`src/rtl/gmii_to_axi.sv`:
```
// GMII receive packer: strips preamble/SFD (optional), packs frame bytes into
// 64-bit AXI-Stream words and buffers them in a small show-ahead FIFO.
module gmii_to_axi #(
  parameter int FIFO_DEPTH     = 4,
  parameter bit STRIP_PREAMBLE = 1'b1
) (
  input  logic        gmii_rx_clk,
  input  logic        rst,
  input  logic        gmii_rx_dv,
  input  logic        gmii_rx_er,
  input  logic [7:0]  gmii_rxd,
  input  logic        axis_tready,
  output logic        axis_tvalid,
  output logic [63:0] axis_tdata,
  output logic [7:0]  axis_tkeep,
  output logic        axis_tlast,
  output logic        axis_tuser,
  output logic        rx_overflow
);

  localparam int AW = (FIFO_DEPTH > 1) ? $clog2(FIFO_DEPTH) : 1;
  localparam int CW = AW + 1;

  typedef enum logic [1:0] {IDLE, PREAMBLE, DATA, DROP} state_t;

  typedef struct packed {
    logic [63:0] data;
    logic [7:0]  keep;
    logic        last;
    logic        user;
  } word_t;

  state_t      state_q, state_d;
  logic        dv_d_q;
  logic [2:0]  lane_cnt_q, lane_cnt_d;
  logic [63:0] acc_q, acc_d;
  logic [63:0] hold_q, hold_d;
  logic        hold_valid_q, hold_valid_d;
  logic        err_q, err_d;
  logic        term_pending_q, term_pending_d;
  logic        overflow_q, overflow_d;
  logic [AW-1:0] wr_ptr_q, wr_ptr_d, rd_ptr_q, rd_ptr_d;
  logic [CW-1:0] count_q, count_d;

  word_t fifo_mem [FIFO_DEPTH];
  word_t push_word, head;
  logic  push_req, push_en;
  logic  fifo_full, fifo_pop, can_push, frame_start;
  logic [63:0] acc_next;

  assign fifo_full   = (count_q == CW'(FIFO_DEPTH));
  assign fifo_pop    = (count_q != '0) && axis_tready;
  assign can_push    = !fifo_full || fifo_pop;
  assign frame_start = gmii_rx_dv && !dv_d_q;
  // Lane 0 starts a fresh word, so bytes above the write lane are always zero.
  assign acc_next    = (lane_cnt_q == 3'd0) ? {56'b0, gmii_rxd}
                                            : (acc_q | ({56'b0, gmii_rxd} << {lane_cnt_q, 3'b000}));

  // Receive FSM: next state, packing datapath and FIFO push request.
  always_comb begin
    // NOTE: every signal written here gets a default first so no latch is inferred.
    state_d        = state_q;
    lane_cnt_d     = lane_cnt_q;
    acc_d          = acc_q;
    hold_d         = hold_q;
    hold_valid_d   = hold_valid_q;
    err_d          = err_q;
    term_pending_d = term_pending_q;
    overflow_d     = 1'b0;
    push_req       = 1'b0;
    push_word      = '0;

    unique case (state_q)
      IDLE: begin
        err_d        = 1'b0;
        lane_cnt_d   = 3'd0;
        hold_valid_d = 1'b0;
        if (frame_start) begin
          err_d = gmii_rx_er;
          if (STRIP_PREAMBLE) begin
            state_d = PREAMBLE;
          end else begin
            state_d    = DATA;
            acc_d      = {56'b0, gmii_rxd};
            lane_cnt_d = 3'd1;
          end
        end
      end
      PREAMBLE: begin
        if (!gmii_rx_dv) begin
          state_d = IDLE;
        end else begin
          err_d = err_q | gmii_rx_er;
          if (gmii_rxd == 8'hD5) begin
            state_d    = DATA;
            lane_cnt_d = 3'd0;
          end
        end
      end
      DATA: begin
        if (gmii_rx_dv) begin
          err_d = err_q | gmii_rx_er;
          acc_d = acc_next;
          if (hold_valid_q) begin
            push_req     = 1'b1;
            push_word    = '{data: hold_q, keep: 8'hFF, last: 1'b0, user: 1'b0};
            hold_valid_d = 1'b0;
          end
          if (lane_cnt_q == 3'd7) begin
            hold_d       = acc_next;
            hold_valid_d = 1'b1;
            lane_cnt_d   = 3'd0;
          end else begin
            lane_cnt_d = lane_cnt_q + 3'd1;
          end
        end else begin
          state_d      = IDLE;
          hold_valid_d = 1'b0;
          lane_cnt_d   = 3'd0;
          if (hold_valid_q) begin
            push_req  = 1'b1;
            push_word = '{data: hold_q, keep: 8'hFF, last: 1'b1, user: err_q};
          end else if (lane_cnt_q != 3'd0) begin
            push_req  = 1'b1;
            push_word = '{data: acc_q, keep: 8'hFF >> (4'd8 - {1'b0, lane_cnt_q}),
                          last: 1'b1, user: err_q};
          end
        end
      end
      DROP: begin
        term_pending_d = 1'b1;
        if (!gmii_rx_dv && can_push) begin
          push_req       = 1'b1;
          push_word      = '{data: 64'd0, keep: 8'h01, last: 1'b1, user: 1'b1};
          term_pending_d = 1'b0;
          state_d        = IDLE;
        end
      end
      default: state_d = IDLE;
    endcase

    // A push that finds the FIFO full is discarded and the frame is truncated.
    push_en = push_req && can_push;
    if (push_req && !can_push) begin
      overflow_d     = 1'b1;
      state_d        = DROP;
      term_pending_d = 1'b1;
      hold_valid_d   = 1'b0;
      lane_cnt_d     = 3'd0;
    end
  end

  // FIFO pointer and occupancy update.
  always_comb begin
    wr_ptr_d = wr_ptr_q + AW'(push_en);
    rd_ptr_d = rd_ptr_q + AW'(fifo_pop);
    count_d  = count_q + CW'(push_en) - CW'(fifo_pop);
  end

  // State and control registers.
  always_ff @(posedge gmii_rx_clk) begin
    // NOTE: sequential state uses non-blocking assignments so all flops update together.
    if (rst) begin
      state_q        <= IDLE;
      dv_d_q         <= 1'b1;
      lane_cnt_q     <= 3'd0;
      acc_q          <= '0;
      hold_q         <= '0;
      hold_valid_q   <= 1'b0;
      err_q          <= 1'b0;
      term_pending_q <= 1'b0;
      overflow_q     <= 1'b0;
      wr_ptr_q       <= '0;
      rd_ptr_q       <= '0;
      count_q        <= '0;
    end else begin
      state_q        <= state_d;
      dv_d_q         <= gmii_rx_dv;
      lane_cnt_q     <= lane_cnt_d;
      acc_q          <= acc_d;
      hold_q         <= hold_d;
      hold_valid_q   <= hold_valid_d;
      err_q          <= err_d;
      term_pending_q <= term_pending_d;
      overflow_q     <= overflow_d;
      wr_ptr_q       <= wr_ptr_d;
      rd_ptr_q       <= rd_ptr_d;
      count_q        <= count_d;
    end
  end

  // FIFO storage write port.
  always_ff @(posedge gmii_rx_clk) begin
    // NOTE: storage is not reset; outputs are gated by tvalid so stale entries never show.
    if (push_en) fifo_mem[wr_ptr_q] <= push_word;
  end

  assign head        = fifo_mem[rd_ptr_q];
  assign axis_tvalid = (count_q != '0);
  assign axis_tdata  = axis_tvalid ? head.data : 64'd0;
  assign axis_tkeep  = axis_tvalid ? head.keep : 8'd0;
  assign axis_tlast  = axis_tvalid && head.last;
  assign axis_tuser  = axis_tvalid && head.user;
  assign rx_overflow = overflow_q;

endmodule

```
`config.mk`:
```
export PLATFORM = sky130hd
export DESIGN_NAME = gmii_to_axi
export DESIGN_NICKNAME = d
export VERILOG_FILES = /design/src/rtl/gmii_to_axi.sv
export SDC_FILE = /design/constraint.sdc
export NUM_CORES = 1
export LEC_CHECK = 0
export ABC_CLOCK_PERIOD_IN_PS = 9120
export BUFFER_PORTS_ARGS = -buffer_cell sky130_fd_sc_hd__buf_4
export CAP_MARGIN = 40
export CORE_ASPECT_RATIO = 0.6
export CORE_MARGIN = 5
export CORE_UTILIZATION = 60
export CTS_CLUSTER_SIZE = 24
export DETAILED_ROUTE_END_ITERATION = 16
export GPL_TIMING_DRIVEN = 0
export PLACE_DENSITY_LB_ADDON = 0.1
export SETUP_SLACK_MARGIN = 0.4
export SLEW_MARGIN = 5
export SYNTH_ARGS = -nofsm -noshare
export SYNTH_HDL_FRONTEND = slang
export SYNTH_SLANG_ARGS = --single-unit
```
`constraint.sdc`:
```
create_clock -name gmii_rx_clk -period 9.12 [get_ports gmii_rx_clk]
set_input_delay 0.456 -clock gmii_rx_clk [delete_from_list [all_inputs] [get_ports gmii_rx_clk]]
set_output_delay 0.456 -clock gmii_rx_clk [all_outputs]
set_load 0.02 [all_outputs]
```
**Word-level counts from Yosys, hierarchy flattened**

Memory sizes are Yosys's and may differ from the RTL's. A register that Yosys moved wholly into a read port is not among the register bits.
Index checks and enable logic that the tools add are counted.

- Flip-flop bits (word level): 144
- Bits in writable memories: 296
- Input port bits: 13
- Output and inout bits: 76
- Logic and storage cells: 98
- Memories kept: 1

- Add/sub/neg operators: 6
- Equality and inequality tests: 13
- Shift-type cells: 2
- Muxes and demuxes: 37
- Bitwise gates (word level): 2
- Reduce and logical (&&, ||, !) cells: 26

Memory list:

| name | words | bits a word | rd ports | clocked after Yosys merged registers in | write ports | line | text |
|---|---|---|---|---|---|---|---|
| fifo_mem | 4 | 74 | 1 | 1 | 1 | 45 | `word_t fifo_mem [FIFO_DEPTH];` |

Operators by type and width:

| cell | count |
|---|---|
| 74-bit two-way mux | 4 |
| 74-bit one-hot mux with 2 select lines | 1 |
| 64-bit two-way mux | 2 |
| 64-bit OR | 1 |
| 8-bit by 6-bit left shift with 64-bit output | 1 |
| 3-bit two-way mux | 5 |
| 2-bit two-way mux | 7 |
| 1-bit two-way mux | 12 |
| 3-bit inequality test, second input constant | 3 |
| 3-bit one-hot mux with 3 select lines | 1 |
| 3-bit nonzero test | 3 |
| 8-bit equality test, second input constant | 1 |
| 8-bit two-way mux | 1 |
| 2-bit one-hot mux with 4 select lines | 1 |
| 8-bit by 4-bit >> shifter with 8-bit output, first input constant | 1 |
| 1-bit logical AND | 7 |
| 3-bit equality test, second input constant | 2 |
| 1-bit one-hot mux with 2 select lines | 3 |
| 3-bit AND reduction | 2 |
| 2-bit by 1-bit adder with 2-bit output | 2 |
| 2-bit equality test, second input constant | 2 |
| 1-bit logical NOT | 4 |
| 2-bit inequality test, second input constant | 2 |
| 4-bit inequality test, second input constant | 1 |
| other kinds (14) | 17 |

**Longest topological paths before layout**

Gate-level depths: netlist of the first run.

- Depth in word-level cells: 9
- Gate-level depth with buffers: 16
- Depth with buffers taken out: 14

**Worst setup path before layout of the first run**

OpenSTA, ideal clock, no wires.

- Kind: reg2reg
- Start point: reg lane_cnt_q[1]
- End point: mem fifo_mem[1][0] (netlist bit), enable pin
- Library setup time: 0.613 ns
- Data arrival time: 6.985 ns
- Required time: 8.507 ns
- Slack: 1.523 ns
- Stages on the path, launching flop included: 10
- Buffers on the path: 2
- Clock period less this slack: 7.597 ns
- Cells stage by stage: dfxtp_1 -> buf_2 -> inv_1 -> ha_1 -> ha_1 -> buf_2 -> nor2b_1 -> o21bai_1 -> a21o_1 -> nor3b_1

- Cells in the longest elaborated chain, start to end: 8

Ends and longest elaborated chain:

| item | line | text |
|---|---|---|
| start: declaration | 35 | `logic [2:0] lane_cnt_q, lane_cnt_d;` |
| start signal: assignment | 179 | `lane_cnt_q <= lane_cnt_d;` |
| 3-bit nonzero test | 123 | `end else if (lane_cnt_q != 3'd0) begin` |
| 1-bit two-way mux | 123 |  |
| 1-bit two-way mux | 120 | `if (hold_valid_q) begin` |
| 1-bit two-way mux | 101 | `if (gmii_rx_dv) begin` |
| 1-bit one-hot mux with 2 select lines | 73 | `unique case (state_q)` |
| 1-bit logical AND | 143 | `push_en = push_req && can_push;` |
| 1-bit two-way mux | 195 | `if (push_en) fifo_mem[wr_ptr_q] <= push_word;` |
| 1-bit two-way mux (implied by the code) | 195 |  |
| end: declaration | 45 |  |

Every way passes these cells.

**Final worst setup path of the first run**

- Start point: reg lane_cnt_q[1]
- End point: mem fifo_mem[1][32] (netlist bit), enable pin

The elaborated chain is that of the path after synthesis.

==> results of run 1 <==
[power by group through the flow]
stage / logic, mW / clock network [mW] / registers (mW)
5_1_grt: 1.76 / 1.77 / 2.28
4_1_cts: 1.66 / 1.68 / 2.27
3_5_place_dp: 1.65 / 0 / 2.32
2_1_floorplan: 1.04 / 0 / 2.30
6_report: 1.63 / 1.66 / 2.27
3_3_place_gp: 1.61 / 0 / 2.32
[stage by stage]
| step | TNS (ns) | utilization | cell area (um2) |
|---|---|---|---|
| 3_5_place_dp | 0 | 0.661 | 19200 |
| 5_1_grt | 0 | 0.705 | 20400 |
| 3_3_place_gp | -535.94 | 0.651 | 18900 |
| 2_1_floorplan | 0 | - | 17800 |
| 4_1_cts | 0 | 0.705 | 20400 |
| 6_report | 0 | 0.705 | 20400 |
[state kept, by name, indices dropped and copies added (netlist names), 2 cells and up]
name and flops:
acc_q 64, count_q 3, fifo_mem 296, hold_q 64
lane_cnt_q 3, rd_ptr_q 2, state_q 2, wr_ptr_q 2
[cell usage in the layout, fill, tap and decap left out, types with 4 or more instances in the layout]
cell	synthesis	final
clkbuf_1	46	56
clkinv_1	0	4
buf_6	0	7
inv_1	11	11
buf_4	9	107
nor3_1	5	4
a22o_1	64	64
nand2b_1	4	4
buf_2	37	37
nor2b_1	6	6
mux4_2	74	74
dfxtp_1	144	144
a221oi_1	4	4
a22oi_1	62	62
edfxtp_1	296	296
clkbuf_2	6	6
a21oi_1	6	6
a211oi_1	126	126
o21ai_0	6	6
ha_1	14	14
buf_1	8	8
nor2_1	133	133
clkinv_2	0	7
clkbuf_16	0	42
and2_1	78	78
nand2_1	10	10
clkbuf_8	0	6
nand3_1	4	4
[metal layers]
layer  vias up  share of wire
met5         -              0
met1      5599           0.44
met4         0          0.026
met3        75           0.11
li1       4975              -
met2       546           0.42
[cell families (layout without fill, tap and decap cells)]
group	after synthesis	count (layout)	share of synthesized area
buffers and inverters	118	296	0.0298
xor gates and xnor gates	4	4	0.00197
adders and majority gates	15	15	0.0110
muxes	77	77	0.0953
AOI/OAI and AO/OA	285	285	0.124
and+or+nand+nor	264	264	0.0762
DFF	440	440	0.662
[area by class of cell]
class                      count  area share
clock buffer                  58      0.0573
clock inverter                13     0.00539
timing repair buffer         107      0.0416
inverter                      12     0.00220
sequential                   440       0.576
buffer                       106      0.0237
multi-input combinational    645       0.270
tap                          400      0.0245
[tightest hold or removal path, stage by stage]
cell and delay (ns):
buf_4 0.11, nand3_1 0.07, a21oi_1 0.06
[worst min-delay path by stage]
stage	endpoint	slack (ns)	cells past startpoint
5_1_grt	err_q$_SDFFE_PP0P_	0.21	3
3_5_place_dp	err_q$_SDFFE_PP0P_	0.49	2
6_report	err_q$_SDFFE_PP0P_	0.20	3
2_1_floorplan	err_q$_SDFFE_PP0P_	0.45	2
4_1_cts	err_q$_SDFFE_PP0P_	0.19	3
3_3_place_gp	err_q$_SDFFE_PP0P_	0.47	2
==> flow_summary.json, run 1 <==
{
  "n_antenna_cell": 0,
  "crit_chain": "buf_2 > inv_1 > ha_1 > ha_1 > buf_2 > nor2b_1 > o21bai_1 > a21o_1 > nor3b_2 > buf_4 > buf_4 > buf_4",
  "avgSynthCellArea_um2": 14.8,
  "power_frac_seq": 0.409,
  "numPlacedInstances": 1710,
  "cp_max_fo": 10,
  "clk_pin_slew_ns": 0.07,
  "worst-path-buf-inv": 6,
  "met1_usage": 0.408,
  "clock_latency_ns": 0.55,
  "switchingPower_mw": 1.67,
  "grt_max_degree": 40,
  "overflow": 0,
  "cts.sinks": 440,
  "postCtsHoldBufs": 0,
  "worst_slack_ns": 5.61,
  "min_path_type": "input pin to flip-flop",
  "drive_gt1_frac": 0.222,
  "setup.worst_path.class": "flip-flop to flip-flop",
  "reg2reg_to": "fifo_mem[1][32]$_DFFE_PP_",
  "htreeDepth": 2,
  "yosysWarnings": 0,
  "power_density_nw_per_um2": 272,
  "post-cts-setup-buffer-count": 0,
  "dieHeight_um": 143,
  "slew_viol_final": 0,
  "required_ns": 9.36,
  "yosysTopAreaCell": "edfxtp_1",
  "p_total_mw": 5.56,
  "min_from": "gmii_rx_er",
  "endpoint": "fifo_mem[1][32]$_DFFE_PP_",
  "drt-pass1-iter-count": 5,
  "antenna_found_initial": 0,
  "ys_seq_area_frac": 0.662,
  "dieArea_um2": 33300,
  "cts_buffers": 39,
  "hold_violations": 0,
  "cts_tree": "yes",
  "path_depth": 12,
  "rows": 48,
  "tightestPinTransition_ns": 0.783,
  "grt_usage": 0.262,
  "rsz0062_at_grt": "false",
  "cts_resized": 0,
  "power_switching_share": 0.301,
  "synthTopCellsByArea": "edfxtp_1 (50%), dfxtp_1 (16%), mux4_2 (9.4%)",
  "worstSetupStartpointType": "flip-flop",
  "ys.flop_type": "edfxtp_1",
  "whs_ns": 0.202,
  "pwr-share-comb": 0.293,
  "reg2reg_slack_ns": 5.61,
  "crit_start": "lane_cnt_q[1]$_SDFFE_PP0P_",
  "grt_pass1_wl_um": 66100,
  "status": "finished clean",
  "syn_area_um2": 17800,
  "clockBufferDepth": 3,
  "dieWidth_um": 232,
  "yosysTopAreaCellShare": 0.500,
  "r2r-start": "lane_cnt_q[1]$_SDFFE_PP0P_",
  "port_buffers": 79,
  "layout.filler_cells": 1951,
  "drt_iter0_drc": 1382,
  "internal_power_mw": 3.89,
  "dp_slack_ns": 5.62,
  "area_growth_pct": 14.9,
  "top_usage_layer": "met1",
  "final-seq-area_um2": 11800,
  "crit_arrival_ns": 3.75,
  "vias": 11200,
  "slew_headroom": 0.478,
  "ant_nets": 0,
  "clock.fmax_mhz": 285,
  "p_clk_frac": 0.298,
  "use_met3": 0.0652,
  "stdcell_count": 1781,
  "ir_drop_mv": 0.181,
  "cpMaxStageDelayCell": "nor3b_2",
  "max-cap-violations": 0,
  "synthesis.instances": 1203,
  "multi_input_area_um2": 5510,
  "drc": 0,
  "ys_ff_latch": 440,
  "met2_usage": 0.368,
  "synth_most_common_cell": "edfxtp_1",
  "yosys-top-cells-count": "edfxtp_1 (296), dfxtp_1 (144), nor2_1 (133)",
  "yosysUniqueCellTypes": 52,
  "drt-vias-per-instance": 6.29,
  "final_nets": 1379,
  "place_congestion": 0.861,
  "cts-root-buf": "clkbuf_16",
  "cpMostUsedCell": "buf_4",
  "start_util": 0.613,
  "synth_edf_count": 296,
  "dpl.hpwl_um": 29100,
  "grt_pass1_vias": 11100,
  "setup_viol": 0,
  "reg2regPathDepth": 12,
  "critPathTopFamily": "buffers and inverters",
  "wl_per_cell_um": 24.2,
  "finalCriticalPeriod_ns": 3.51,
  "fin_crit_sh": 0.385,
  "routed_wl_um": 43100,
  "coreArea_um2": 29000,
  "async_reset_ff_frac": 0,
  "end_kind": "flip-flop",
  "p_leak_nw": 6.56,
  "io_pins": 89,
  "syn_nets": 1231,
  "max_stage_delay_ns": 0.59,
  "clock_skew_ns": 0.0114
}
Note: power is estimated with default switching activity, not from simulation.
==> run 2, diff against run 1 <==
- ABC_CLOCK_PERIOD_IN_PS: 9120 -> 3200
- CORE_UTILIZATION: 60 -> 55
- clock period: 9.12 -> 3.2 ns (I/O delays scaled with it)
==> flow_summary.json, run 2 (synthesis results as in run 1) <==
{
  "n_antenna_cell": 0,
  "power_density_nw_per_um2": 768,
  "reg2regPathDepth": 16,
  "tightestPinTransition_ns": 0.831,
  "drt-vias-per-instance": 6.25,
  "max_stage_delay_ns": 0.35,
  "use_met3": 0.0535,
  "clockBufferDepth": 3,
  "ant_nets": 0,
  "dieArea_um2": 36200,
  "clk_pin_slew_ns": 0.06,
  "rsz0062_at_grt": "true",
  "place_congestion": 0.842,
  "coreArea_um2": 32200,
  "drc": 0,
  "crit_arrival_ns": 3.19,
  "finalCriticalPeriod_ns": 2.79,
  "vias": 11400,
  "port_buffers": 79,
  "grt_pass1_wl_um": 68200,
  "cts-root-buf": "clkbuf_16",
  "met2_usage": 0.343,
  "grt_max_degree": 47,
  "rows": 51,
  "slew_headroom": 0.446,
  "drt_iter0_drc": 1407,
  "largest_reg_flops": 296,
  "setup.worst_path.class": "flip-flop to flip-flop",
  "cp_max_fo": 9,
  "r2r-start": "lane_cnt_q[0]$_SDFFE_PP0P_",
  "internal_power_mw": 11.1,
  "crit_chain": "buf_6 > inv_2 > ha_4 > ha_4 > buf_6 > nor2b_1 > o21bai_1 > a21o_4 > ha_1 > inv_1 > ha_1 > inv_1 > fa_2 > xor2_1 > xnor2_1 > nor2_1",
  "dieWidth_um": 242,
  "dieHeight_um": 149,
  "worstSetupStartpointType": "flip-flop",
  "clock_skew_ns": 0.0145,
  "fin_tns_setup_ns": 0,
  "drt-pass1-iter-count": 5,
  "slew_viol_final": 0,
  "power_frac_seq": 0.406,
  "area_growth_pct": 17.0,
  "pwr-share-comb": 0.297,
  "cpMaxStageDelayCell": "fa_2",
  "final_nets": 1394,
  "p_leak_nw": 6.68,
  "dpl.hpwl_um": 29500,
  "final-seq-area_um2": 11800,
  "top_regs": "fifo_mem (296), acc_q (64), hold_q (64)",
  "antenna_found_initial": 3,
  "overflow": 0,
  "p_total_mw": 16.0,
  "cts.sinks": 440,
  "min_path_type": "input pin to flip-flop",
  "cts_tree": "yes",
  "max-cap-violations": 0,
  "wl_per_cell_um": 24.4,
  "min_path_cells": 4,
  "fin_crit_sh": 0.873,
  "clock_latency_ns": 0.55,
  "switchingPower_mw": 4.87,
  "ir_drop_mv": 0.553,
  "status": "finished clean",
  "drive_gt1_frac": 0.241,
  "clock.fmax_mhz": 358,
  "p_clk_frac": 0.297,
  "met1_usage": 0.393,
  "top_usage_layer": "met1",
  "most-common-layout-cells": "edfxtp_1 (296), dfxtp_1 (141), nor2_1 (133), a211oi_1 (126), buf_4 (109)",
  "start_util": 0.553,
  "hold_violations": 0,
  "multi_input_area_um2": 5580,
  "routed_wl_um": 44500,
  "setup_viol": 0,
  "min_from": "axis_tready",
  "layout.filler_cells": 2358,
  "grt_pass1_vias": 11100,
  "htreeDepth": 2,
  "power_switching_share": 0.305,
  "required_ns": 3.59,
  "cts_buffers": 40,
  "top_register": "fifo_mem",
  "grt_usage": 0.245,
  "crit_start": "lane_cnt_q[0]$_SDFFE_PP0P_",
  "io_pins": 89,
  "end_kind": "flip-flop",
  "final_common_cell": "edfxtp_1"
}
-- run 2: cell types whose count changed in the layout (fill, tap and decap cells not counted), sizes merged --
cell / previous run / this run
buf: 161 / 169
clkbuf: 110 / 113
inv: 12 / 14
and3: 3 / 4
clkinv: 11 / 12
clkinvlp: 0 / 1
dlygate4sd3: 0 / 1
-- run 2: stage by stage --
stage / worst slack (ns) / hold slack, ns / std cells / utilization / cell area [um2]
2_1_floorplan: -0.534 / 0.321 / 1203 / - / 17900
3_3_place_gp: -2.04 / 0.450 / 1706 / 0.591 / 19000
3_5_place_dp: 0.189 / 0.462 / 1725 / 0.600 / 19300
4_1_cts: 0.261 / 0.136 / 1806 / 0.642 / 20600
5_1_grt: 0.297 / 0.210 / 1822 / 0.647 / 20800
6_report: 0.408 / 0.156 / 1822 / 0.647 / 20800
-- run 2: power by group through the flow --
stage	clock, mW	sequential (mW)	combinational, mW
2_1_floorplan	0	6.55	2.99
3_3_place_gp	0	6.59	4.62
3_5_place_dp	0	6.60	4.73
4_1_cts	4.79	6.48	4.76
5_1_grt	5.03	6.51	5.15
6_report	4.74	6.49	4.75
-- run 2: worst paths after layout --
kind                                  to  slack [ns]
setup / recovery   count_q[2]$_SDFF_PP0_        0.41
hold / removal    rd_ptr_q[0]$_SDFF_PP0_        0.16
setup reg to reg   count_q[2]$_SDFF_PP0_        0.41
hold reg to reg       err_q$_SDFFE_PP0P_        0.50
-- run 2: worst max-delay path, delay by kind of cell, from the launching register on --
family	cells	cell delay [ns]
fa+ha+maj	5	1.09
buf+inv	5	0.41
flops	1	0.34
compound gates	2	0.32
xor+xnor	2	0.31
simple gates	2	0.17
-- run 2: cell type report --
type                    count  area share
repair buffers            120      0.0511
multi-input cells         646       0.268
clock buffers              57      0.0547
inverters                  12     0.00228
flip-flops and latches    440       0.566
plain buffers             106      0.0253
clock inverters            17     0.00697
well taps                 424      0.0255
-- run 2: what timing repair did --
action,CTS,global route
hold buffers,1,0
resized for setup,3,19
hold endpoints to repair,1,0
setup endpoints to repair,159,142
gates cloned,1,0
setup buffers,5,16
pin swaps,3,4
-- run 2: metal layers --
layer / wire (um) / share of wire
met5: 20 / 0.00045
met4: 873 / 0.020
met3: 4200 / 0.094
met2: 18600 / 0.42
met1: 20800 / 0.47
==> run 3, diff against run 2 <==
- ABC_AREA: default -> 1
==> flow_summary.json, run 3 <==
{
  "status": "finished clean",
  "p_leak_nw": 8.58,
  "hold_violations": 0,
  "fin_crit_sh": 0.901,
  "power_density_nw_per_um2": 826,
  "reg2regPathDepth": 10,
  "async_reset_ff_frac": 0,
  "most-common-layout-cells": "nor2_1 (455), o21ai_0 (307), edfxtp_1 (296), inv_1 (228), a21oi_1 (145)",
  "yosysUniqueCellTypes": 27,
  "syn_nets": 2026,
  "grt_pass1_vias": 13800,
  "ant_nets": 0,
  "overflow": 0,
  "top_register": "fifo_mem",
  "htreeDepth": 2,
  "clock.fmax_mhz": 347,
  "clockBufferDepth": 3,
  "whs_ns": 0.140,
  "yosysTopAreaCell": "edfxtp_1",
  "coreArea_um2": 33600,
  "largest_reg_flops": 296,
  "drt_iter0_drc": 1980,
  "final_nets": 2192,
  "stdcell_count": 2653,
  "drt-vias-per-instance": 5.64,
  "top_regs": "fifo_mem (296), acc_q (64), hold_q (64)",
  "place_congestion": 0.965,
  "n_antenna_cell": 0,
  "worstSetupStartpointType": "flip-flop",
  "clock_latency_ns": 0.54,
  "synthesis.instances": 1998,
  "drive_gt1_frac": 0.124,
  "yosysWarnings": 0,
  "routed_wl_um": 53700,
  "synth_most_common_cell": "nor2_1",
  "grt_usage": 0.277,
  "yosysTopAreaCellShare": 0.475,
  "synthTopCellsByArea": "edfxtp_1 (48%), dfxtp_1 (15%), nor2_1 (9.2%)",
  "ys.flop_type": "edfxtp_1",
  "cts.sinks": 440,
  "cts-root-buf": "clkbuf_16",
  "io_pins": 89,
  "dieWidth_um": 248,
  "ir_drop_mv": 0.452,
  "ys_seq_area_frac": 0.629,
  "synth_edf_count": 296,
  "end_kind": "primary output",
  "grt_max_degree": 17,
  "max-cap-violations": 0,
  "cp_max_fo": 10,
  "ys_ff_latch": 440,
  "finalCriticalPeriod_ns": 2.88,
  "wl_per_cell_um": 20.2,
  "layout.filler_cells": 2728,
  "dieHeight_um": 153,
  "clk_pin_slew_ns": 0.07,
  "final_common_cell": "nor2_1",
  "rows": 52,
  "slew_headroom": 0.387,
  "cts_buffers": 41,
  "antenna_found_initial": 1,
  "setup_viol": 0,
  "slew_viol_final": 0,
  "area_growth_pct": 17.2,
  "start_util": 0.556,
  "port_buffers": 87,
  "clock_skew_ns": 0.0105,
  "setup.worst_path.class": "flip-flop to primary output",
  "grt_pass1_wl_um": 81400,
  "rsz0062_at_grt": "true",
  "drt-pass1-iter-count": 6,
  "syn_area_um2": 18700,
  "yosys-top-cells-count": "nor2_1 (456), o21ai_0 (308), edfxtp_1 (296)",
  "avgSynthCellArea_um2": 9.36,
  "drc": 0,
  "min_path_cells": 5,
  "dieArea_um2": 37900,
  "dpl.hpwl_um": 37600,
  "required_ns": 3.04,
  "cts_tree": "yes",
  "numPlacedInstances": 2565,
  "min_path_type": "input pin to flip-flop",
  "tightestPinTransition_ns": 0.920,
  "crit_arrival_ns": 2.72,
  "vias": 15000
}
[run 3: final cells by class]
cell class / count / area [um2] / share of cell area
Multi-Input combinational cell: 1192 / 5630 / 0.257
Clock inverter: 14 / 136 / 0.00622
Timing Repair Buffer: 123 / 1170 / 0.0534
Sequential cell: 440 / 11800 / 0.537
Tap cell: 459 / 574 / 0.0262
Inverter: 235 / 885 / 0.0403
Clock buffer: 59 / 1120 / 0.0512
Buffer: 131 / 631 / 0.0288
[run 3: power breakdown]
part	switching [mW]	total [mW]	internal (mW)
registers	0.180	6.59	6.41
clock network	2.06	4.74	2.68
logic	4.67	6.78	2.10
[run 3: metrics by stage]
| step | power [mW] | setup slack, ns | util | cell area (um2) | setup TNS [ns] |
|---|---|---|---|---|---|
| CTS | 18.0 | 0.292 | 0.648 | 21800 | 0 |
| global route | 18.9 | 0.330 | 0.652 | 21900 | 0 |
| finish | 18.1 | 0.318 | 0.652 | 21900 | 0 |
| detailed placement | 13.3 | 0.242 | 0.607 | 20400 | 0 |
| floorplan | 10.6 | -0.292 | - | 18800 | -76.02 |
| global placement | 13.2 | -1.84 | 0.596 | 20000 | -519.79 |
[run 3: layer usage]
metal	vias to the layer above	track usage	wire length (um)
met2	725	0.398	22900
li1	7001	-	-
met1	7144	0.434	24000
met5	-	0	0
met4	0	0.0647	1240
met3	89	0.0576	5520
[run 3: logic make-up (layout without fill, tap and decap cells)]
| kind of cell | after synthesis | count (layout) | share of synthesized area |
|---|---|---|---|
| xor gates and xnor gates | 3 | 3 | 0.00141 |
| and+or+nand+nor | 624 | 624 | 0.129 |
| adders and majority gates | 15 | 15 | 0.0104 |
| DFF | 440 | 440 | 0.629 |
| buffers and inverters | 366 | 562 | 0.0781 |
| AOI/OAI and AO/OA | 550 | 550 | 0.152 |
[run 3: worst max-delay path: stages, from the launching register on]
cell and delay [ns]:
dfxtp_1 0.35, clkbuf_1 0.26, clkbuf_4 0.36, buf_2 0.30, nor2_1 0.08, nor2_1 0.18
o21ai_0 0.13, a21oi_1 0.30, buf_4 0.21
[run 3: path summary, 6_finish.rpt]
| kind | startpoint | slack [ns] | end |
|---|---|---|---|
| worst max-delay path | rd_ptr_q[0]$_SDFF_PP0_ | 0.32 | axis_tdata[20] |
| worst min-delay path | gmii_rxd[6] | 0.14 | acc_q[6]$_SDFFE_PP0P_ |
| worst max register to register | lane_cnt_q[1]$_SDFFE_PP0P_ | 0.45 | fifo_mem[3][36]$_DFFE_PP_ |
| worst min register to register | err_q$_SDFFE_PP0P_ | 0.50 | err_q$_SDFFE_PP0P_ |
[run 3: timing repair]
item | in CTS | in global routing
endpoints found under the setup margin | 125 | 154
gates resized for setup | 8 | 28
hold buffers | 2 | 0
setup buffers | 6 | 7
hold endpoints to repair | 2 | 0
pin swaps | 3 | 3
